**config.mk**
```make
export PLATFORM = sky130hd
export DESIGN_NAME = phase_sequencer_flat
export DESIGN_NICKNAME = d
export VERILOG_FILES = /design/src/rtl/phase_sequencer_pkg.sv /design/src/rtl/phase_sequencer_if.sv /design/src/rtl/phase_sequencer_sync_edge.sv /design/src/rtl/phase_sequencer.sv /design/src/flat_wrapper.sv
export SDC_FILE = /design/constraint.sdc
export NUM_CORES = 1
export LEC_CHECK = 0
export CORE_MARGIN = 2
export CORE_UTILIZATION = 42
export CTS_CLUSTER_DIAMETER = 100
export DETAILED_ROUTE_END_ITERATION = 8
export PLACE_DENSITY = 0.8
export SLEW_MARGIN = 20
export SYNTH_ARGS = -nofsm -noshare
export SYNTH_HDL_FRONTEND = slang
export SYNTH_SLANG_ARGS = --single-unit
```
**constraint.sdc**
```tcl
create_clock -name clk -period 2.23 [get_ports clk]
set_clock_uncertainty 0.1 [all_clocks]
set_input_delay 0.446 -clock clk [delete_from_list [all_inputs] [get_ports clk]]
set_output_delay 0.446 -clock clk [all_outputs]
set_load 0.05 [all_outputs]
```
**src/rtl/phase_sequencer_pkg.sv**
```systemverilog
// Shared definitions for the phase sequencer: default sizes, FSM states and phase names.
package phase_sequencer_pkg;

  localparam int NPHASE_DEF = 5;
  localparam int CNT_W_DEF  = 16;

  typedef enum logic [1:0] {
    ST_IDLE = 2'd0,
    ST_RUN  = 2'd1,
    ST_HALT = 2'd2
  } state_e;

  localparam int P_IF  = 0;
  localparam int P_RD  = 1;
  localparam int P_EX  = 2;
  localparam int P_MEM = 3;
  localparam int P_WB  = 4;

endpackage

```
**src/rtl/phase_sequencer_if.sv**
```systemverilog
// Control/status bundle between the board/ctl side (master) and the sequencer (slave).
interface phase_sequencer_if
  import phase_sequencer_pkg::*;
#(
  parameter int NPHASE = NPHASE_DEF,
  parameter int CNT_W  = CNT_W_DEF
);

  logic              exec;
  logic              step_mode;
  logic              halt;
  logic              stall;
  logic [NPHASE-1:0] skip_mask;
  logic [NPHASE-1:0] p;
  logic              running;
  logic              halted;
  logic              inst_done;
  logic [CNT_W-1:0]  inst_cnt;

  modport master (
    output exec, step_mode, halt, stall, skip_mask,
    input  p, running, halted, inst_done, inst_cnt
  );

  modport slave (
    input  exec, step_mode, halt, stall, skip_mask,
    output p, running, halted, inst_done, inst_cnt
  );

endinterface

```
**src/rtl/phase_sequencer_sync_edge.sv**
```systemverilog
// Two-flop synchroniser for an asynchronous level plus a rising-edge pulse.
module sync_edge (
  input  logic clk,
  input  logic rst_n,
  input  logic i_async,
  output logic o_rise
);

  logic r_meta;
  logic r_sync;
  logic r_prev;

  // Shift the raw level through two synchroniser stages and keep one stage of history.
  always_ff @(posedge clk or negedge rst_n) begin
    if (!rst_n) begin
      r_meta <= 1'b0;
      r_sync <= 1'b0;
      r_prev <= 1'b0;
    end else begin
      r_meta <= i_async;
      r_sync <= r_meta;
      r_prev <= r_sync;
    end
  end

  assign o_rise = r_sync & ~r_prev;

endmodule

```
**src/rtl/phase_sequencer.sv**
```systemverilog
// One-hot phase-enable generator with run/pause, single-step, phase skip,
// stall hold, sticky halt and a retired-instruction counter.
module phase_sequencer
  import phase_sequencer_pkg::*;
#(
  parameter int NPHASE = NPHASE_DEF,
  parameter int CNT_W  = CNT_W_DEF
) (
  input logic               clk,
  input logic               rst_n,
  phase_sequencer_if.slave  bus
);

  localparam logic [NPHASE-1:0] FETCH_ONE_HOT = NPHASE'(1);

  state_e            r_state;
  state_e            w_stateNext;
  logic [NPHASE-1:0] r_p;
  logic [NPHASE-1:0] w_pNext;
  logic [NPHASE-1:0] w_searchP;
  logic              w_found;
  logic              r_stopPend;
  logic              w_stopNext;
  logic              r_instDone;
  logic              w_doneNext;
  logic [CNT_W-1:0]  r_instCnt;
  logic [CNT_W-1:0]  w_cntNext;
  logic              w_execRise;

  sync_edge u_execSync (
    .clk     (clk),
    .rst_n   (rst_n),
    .i_async (bus.exec),
    .o_rise  (w_execRise)
  );

  // Find the lowest non-skipped phase above the current one; none found means last phase.
  always_comb begin : nextPhaseSearch
    logic passed;
    passed    = 1'b0;
    w_found   = 1'b0;
    w_searchP = '0;
    for (int j = 0; j < NPHASE; j++) begin
      if (passed && !w_found && !bus.skip_mask[j]) begin
        w_found      = 1'b1;
        w_searchP[j] = 1'b1;
      end
      if (r_p[j]) begin
        passed = 1'b1;
      end
    end
  end

  // Next-state logic: start on exec, advance phases, retire and pick RUN/IDLE/HALT at boundary.
  always_comb begin
    w_stateNext = r_state;
    w_pNext     = r_p;
    w_stopNext  = r_stopPend;
    w_doneNext  = 1'b0;
    w_cntNext   = r_instCnt;
    case (r_state)
      ST_IDLE: begin
        if (w_execRise) begin
          w_stateNext = ST_RUN;
          w_pNext     = FETCH_ONE_HOT;
        end
      end
      ST_RUN: begin
        if (w_execRise) begin
          w_stopNext = 1'b1;
        end
        if (!bus.stall) begin
          if (w_found) begin
            w_pNext = w_searchP;
          end else begin
            w_doneNext = 1'b1;
            w_cntNext  = r_instCnt + CNT_W'(1);
            if (bus.halt) begin
              w_stateNext = ST_HALT;
              w_pNext     = '0;
              w_stopNext  = 1'b0;
            end else if (r_stopPend || bus.step_mode) begin
              w_stateNext = ST_IDLE;
              w_pNext     = '0;
              w_stopNext  = 1'b0;
            end else begin
              w_pNext = FETCH_ONE_HOT;
            end
          end
        end
      end
      ST_HALT: begin
        w_pNext = '0;
      end
      default: begin
        w_stateNext = ST_IDLE;
        w_pNext     = '0;
        w_stopNext  = 1'b0;
      end
    endcase
  end

  // State, phase vector, stop request, retire pulse and counter registers.
  always_ff @(posedge clk or negedge rst_n) begin
    if (!rst_n) begin
      r_state    <= ST_IDLE;
      r_p        <= '0;
      r_stopPend <= 1'b0;
      r_instDone <= 1'b0;
      r_instCnt  <= '0;
    end else begin
      r_state    <= w_stateNext;
      r_p        <= w_pNext;
      r_stopPend <= w_stopNext;
      r_instDone <= w_doneNext;
      r_instCnt  <= w_cntNext;
    end
  end

  assign bus.p         = r_p;
  assign bus.running   = (r_state == ST_RUN);
  assign bus.halted    = (r_state == ST_HALT);
  assign bus.inst_done = r_instDone;
  assign bus.inst_cnt  = r_instCnt;

endmodule

```
**src/flat_wrapper.sv**
```systemverilog
// flat-port wrapper written by rule: the top's interface ports become plain ports
module phase_sequencer_flat import phase_sequencer_pkg::*;
#(
  parameter int NPHASE = NPHASE_DEF,
  parameter int CNT_W  = CNT_W_DEF
)
  (clk, rst_n, bus_exec, bus_step_mode, bus_halt, bus_stall, bus_skip_mask, bus_p, bus_running, bus_halted, bus_inst_done, bus_inst_cnt);
  phase_sequencer_if #(.NPHASE(NPHASE), .CNT_W(CNT_W)) bus_i ();
  input logic clk;
  input logic rst_n;
  input wire logic [$bits(bus_i.exec)-1:0] bus_exec;
  input wire logic [$bits(bus_i.step_mode)-1:0] bus_step_mode;
  input wire logic [$bits(bus_i.halt)-1:0] bus_halt;
  input wire logic [$bits(bus_i.stall)-1:0] bus_stall;
  input wire logic [$bits(bus_i.skip_mask)-1:0] bus_skip_mask;
  output wire logic [$bits(bus_i.p)-1:0] bus_p;
  output wire logic [$bits(bus_i.running)-1:0] bus_running;
  output wire logic [$bits(bus_i.halted)-1:0] bus_halted;
  output wire logic [$bits(bus_i.inst_done)-1:0] bus_inst_done;
  output wire logic [$bits(bus_i.inst_cnt)-1:0] bus_inst_cnt;
  assign bus_i.exec = bus_exec;
  assign bus_i.step_mode = bus_step_mode;
  assign bus_i.halt = bus_halt;
  assign bus_i.stall = bus_stall;
  assign bus_i.skip_mask = bus_skip_mask;
  assign bus_p = bus_i.p;
  assign bus_running = bus_i.running;
  assign bus_halted = bus_i.halted;
  assign bus_inst_done = bus_i.inst_done;
  assign bus_inst_cnt = bus_i.inst_cnt;
  phase_sequencer #(.NPHASE(NPHASE), .CNT_W(CNT_W)) u_core (.clk(clk), .rst_n(rst_n), .bus(bus_i));
endmodule
```
Word level (Yosys, flattened, before mapping) --
Index checks and enable logic that the tools add are counted.
Word-level totals: register bits after elaboration 28, output and inout port bits 24
Cells by class: add/sub/neg operators 1, equality and inequality tests 6, mux-type cells 32, bitwise gates (word level) 5, reductions and logical operators 20
Operators with widths (number):
- $mux 1 | 20
- $mux 5 | 4
- $add 16x1->16 const B | 1
- $mux 2 | 5
- $pmux 5 s2 | 1
- $logic_and 1x1->1 | 7
- $logic_not 1->1 | 7
- $ne 2x2->1 const B | 3
- $pmux 2 s3 | 1
- $reduce_and 5->1 | 1
- $not 1->1 | 4
- $ne 3x2->1 const B | 1
- $reduce_and 3->1 | 1
- $eq 2x1->1 const B | 1
- $eq 2x2->1 const B | 1
- $logic_not 2->1 | 1
- $pmux 1 s2 | 1
- $reduce_and 2->1 | 1
- $reduce_or 2->1 | 1
- $and 1x1->1 | 1
- $logic_or 1x1->1 | 1

Longest topological paths before layout --
Gate-level depths: netlist (run 1).
word-level depth 18, gate-level depth with buffers 7

By module --
From an unflattened synthesis (run 1), not the netlist that was laid out.
Unflattened totals: cell total of the unflattened synthesis 119, area total of the unflattened synthesis 1351.3 sq um
By module, submodules not included:
- phase_sequencer | times used 1, cells each 115, area an instance 1262.5 sq um, sequential area each 625.6 sq um
- sync_edge | times used 1, cells each 4, area an instance 88.8 sq um, sequential area each 75.1 sq um

Worst setup path after synthesis (run 1) --
Ideal clock, no wire load.
path type register to register, start register u_core.r_p[0] (netlist: u_core.bus.p[0]), end register u_core.r_instCnt[3] (netlist: u_core.bus.inst_cnt[3]), arrival 1749 ps, slack 239 ps, stages on the path, launching flop included 8, path buffers 2, period minus slack after synthesis 1991 ps, cell sequence dfrtp_1 > buf_6 > nor4_4 > o21ai_2 > a21oi_4 > buf_6 > nand3_1 > xnor2_1
On the way: cells in the longest elaborated chain, start to end 17, elaborated cells between the ends (all ways) 20
RTL lines:
- start: declaration | RTL line phase_sequencer.sv:18 | logic [NPHASE-1:0] r_p;
- start signal: assignment | RTL line phase_sequencer.sv:113 | r_p <= w_pNext;
- $mux 1 * | RTL line phase_sequencer.sv:48 | if (r_p[j]) begin
- $logic_and 1x1->1 | RTL line phase_sequencer.sv:44 | if (passed && !w_found && !bus.skip_mask[j]) begin
- $mux 1 | RTL line phase_sequencer.sv:44
- $logic_not 1->1 | RTL line phase_sequencer.sv:44
- $logic_and 1x1->1 (2 in a row) | RTL line phase_sequencer.sv:44
- $mux 1 | RTL line phase_sequencer.sv:44
- $logic_not 1->1 | RTL line phase_sequencer.sv:44
- $logic_and 1x1->1 (2 in a row) | RTL line phase_sequencer.sv:44
- $mux 1 | RTL line phase_sequencer.sv:44
- $logic_not 1->1 | RTL line phase_sequencer.sv:44
- $logic_and 1x1->1 (2 in a row) | RTL line phase_sequencer.sv:44
- $mux 1 * | RTL line phase_sequencer.sv:44
- $not 1->1 (no line) *
- $reduce_and 3->1 (no line) *
- end signal: assignment | RTL line phase_sequencer.sv:116 | r_instCnt <= w_cntNext;
- end: declaration | RTL line phase_sequencer.sv:26 | logic [CNT_W-1:0] r_instCnt;
Every way passes the cells marked *; elsewhere a longest branch is shown, timed or not. A chain may end at the register's enable or synchronous reset.

Final worst setup path (run 1) --
start register u_core.r_instCnt[2] (netlist: u_core.bus.inst_cnt[2]), end output bus_inst_cnt[2]
RTL lines:
- end: declaration | RTL line flat_wrapper.sv:20 | output wire logic [$bits(bus_i.inst_cnt)-1:0] bus_inst_cnt;
No word-level cell between the ends.

==> results of run 1 <==
[final timing paths]
path / from / cells past startpoint / endpoint / slack, ns
min reg2reg: u_core.u_execSync.r_meta / 0 / u_core.u_execSync.r_sync / 0.27
min: u_core.u_execSync.r_meta / 0 / u_core.u_execSync.r_sync / 0.27
min in group asynchronous: rst_n / 2 / u_core.bus.p[4] / 0.38
max in group asynchronous: rst_n / 2 / u_core.bus.inst_cnt[11] / 1.39
max reg2reg: u_core.bus.p[0] / 5 / u_core.bus.p[0] / 0.35
max: u_core.bus.inst_cnt[2] / 1 / bus_inst_cnt[2] / 0.07
[synth_stat cells, types with 2 or more instances]
| cell type | instances | area [µm²] |
|---|---|---|
| a211o_2 | 2 | 20.0 |
| and3_1 | 6 | 37.5 |
| nand4_1 | 7 | 43.8 |
| nor3_1 | 3 | 15.0 |
| dfrtp_1 | 28 | 701 |
| xnor2_1 | 14 | 123 |
| a21oi_1 | 3 | 15.0 |
| and2_1 | 2 | 12.5 |
| inv_1 | 4 | 15.0 |
| buf_6 | 2 | 22.5 |
| nand2_1 | 3 | 11.3 |
| a32o_1 | 3 | 30.0 |
| nand4_2 | 2 | 25.0 |
| nor2b_1 | 4 | 25.0 |
| mux2_2 | 2 | 22.5 |
| nand3_1 | 4 | 20.0 |
| nor2_1 | 5 | 18.8 |
[cell families after synthesis]
family,Yosys count,share of synthesized area
AND/OR/NAND/NOR,43,0.215
XOR/XNOR,15,0.0970
AO/OA/AOI/OAI,16,0.108
flip-flops,28,0.518
adder cells (fa/ha/maj),1,0.00924
buffers and inverters,8,0.0360
multiplexers,2,0.0166
[final cells by class]
cell class,instances,area [µm²]
timing repair buffer,38,379
tap,44,55.1
fill,288,1260
inverter,4,15.0
multi-input combinational,77,604
clock buffer,4,36.3
sequential,28,701
[sequential cells by signal, summed over array words and instances (netlist names)]
| register | count |
|---|---|
| u_core.r_stopPend | 1 |
| u_core.r_state | 2 |
| u_core.u_execSync.r_prev | 1 |
| u_core.u_execSync.r_sync | 1 |
| u_core.bus.inst_done | 1 |
| u_core.bus.p | 5 |
| u_core.bus.inst_cnt | 16 |
| u_core.u_execSync.r_meta | 1 |
[per-stage QoR]
stage / cells / hold WS (ns)
after floorplan: 113 / 0.0504
after global placement: 191 / 0.232
after detailed placement: 191 / 0.236
after CTS: 195 / 0.270
after global routing: 195 / 0.276
final: 195 / 0.267
[placed cells by master (no fill, tap or decap), types with 2 or more instances in the layout]
cell              n
buf_4             7
a21oi_1           3
nand2_1           3
dlymetal6s2s_1    3
and3_1            6
clkdlybuf4s50_1  26
nand3_1           4
nand4_2           2
nor2_1            5
dfrtp_1          28
mux2_2            2
nand4_1           7
clkbuf_4          3
a32o_1            3
a211o_2           2
and2_1            2
nor2b_1           4
xnor2_1          14
inv_1             4
nor3_1            3
[layer usage]
metal	part of all wire	vias to the layer above	GRT usage	wire length, µm
met5	0	-	0	0
met4	0.010	0	0.0683	28
met3	0.049	4	0.0299	134
met2	0.47	25	0.258	1280
met1	0.47	495	0.225	1270
li1	-	484	-	-
[power by group]
group / internal (mW) / switching [mW]
Sequential: 0.611 / 0.155
Clock: 0.100 / 0.147
Combinational: 0.400 / 0.607
Total: 1.11 / 0.909
[repair_timing]
item	CTS	global route
resized for setup	1	3
endpoints found under the hold margin	0	0
endpoints found under the setup margin	1	3
==> results_dict.tcl, run 1 <==
set metrics [dict create \
    status "complete, no violations" \
    period_needed_ns 2.16 \
    clk_pin_slew_ns 0.14 \
    die_h_um 60.8 \
    crit_buf_inv 1 \
    hpwl_um 1970 \
    core_area_um2 3050 \
    drt_iter0_markers 62 \
    cp.required_ns 1.68 \
    ys_ff_latch 28 \
    cp.arrival_ns 1.62 \
    dieArea_um2 3690 \
    clock_path_buffers 2 \
    drc 0 \
    yosysSeqAreaShare 0.518 \
    port_buffers 33 \
    layout-drive-gt1-share 0.166 \
    place_area_um2 1750 \
    syn_nets 125 \
    async_reset_ff_frac 1.00 \
    layout.cell_area.non_filler_um2 1790 \
    final-setup-viol-count 0 \
    antenna_found_initial 0 \
    nets 164 \
    rsz0062_at_grt "false" \
    hold_path.class "reg -> reg" \
    cts_root_buffer "clkbuf_4" \
    cts.sink_count 28 \
    final_util 0.586 \
    layout-area-overhead-vs-synth_pct 32.3 \
    hold_viol_final 0 \
    postCtsHoldBufs 0 \
    grt_pass1_vias 1008 \
    rows 20 \
    pin_count 35 \
    synth_cell_types 36 \
    synth_enable_flop_cells 0 \
    vdd_drop_max_mv 0.762 \
    cpMaxStageDelayCell "clkdlybuf4s50_1" \
    maxCapViolations 0 \
    grt_max_degree 29 \
    max-slew-margin-rel 0.661 \
    grt_pass1_wl_um 4560 \
    cts_setup_buffers 0 \
    crit_family "buffers and inverters" \
    endpoint_kind "output pin" \
    timing.fmax_mhz 463 \
    gp_congestion 0.826 \
    pre_cts_ws_ns -0.0392 \
    yosysWarnings 0 \
    cts_tree "done" \
    fin_crit_sh 0.969 \
    drt-pass1-iter-count 4 \
    ys.flop_type "dfrtp_1" \
    crit_chain "clkdlybuf4s50_1" \
    h-tree-depth 1 \
    critPathMaxStageDelay_ns 0.83 \
    vias 1008 \
    criticalPathCategory "reg -> out" \
    tightest_slew_ns 0.507 \
    grt_usage 0.164 \
    slew_violations 0 \
    synth_area_per_cell_um2 12.0 \
    syn_area_um2 1350 \
    insertion_delay_ns 0.33 \
    cp_max_fo 5 \
    p_leak_nw 0.849 \
    routed_wl_um 2710 \
    detail-route-antenna-nets 0 \
    grt.overflow.total 0 \
    power_mw 2.02 \
    fin_setup_tns_ns 0 \
    n_antenna_cell 0 \
    syn_inst 113 \
    start_kind "register" \
    die_w_um 60.8 \
    initial_core_util 0.443 \
    cellPowerDensity_nw_per_um2 1130 \
    viasPerCell 5.17 \
    numCtsBuffers 3 \
    post_drt_wl_per_cell_um 13.9 \
    finalWorstSetupSlack_ns 0.0681 \
]
(Power assumes the default switching activity.)
==> run 2: changes to the inputs <==
--- a/config.mk
+++ b/config.mk
@@ -10,7 +10,6 @@
 export CTS_CLUSTER_DIAMETER = 100
 export DETAILED_ROUTE_END_ITERATION = 8
 export PLACE_DENSITY = 0.8
-export SLEW_MARGIN = 20
 export SYNTH_ARGS = -nofsm -noshare
 export SYNTH_HDL_FRONTEND = slang
 export SYNTH_SLANG_ARGS = --single-unit
==> results of run 2 <==
Final layout, timing and power as in run 1 (identical DEF).
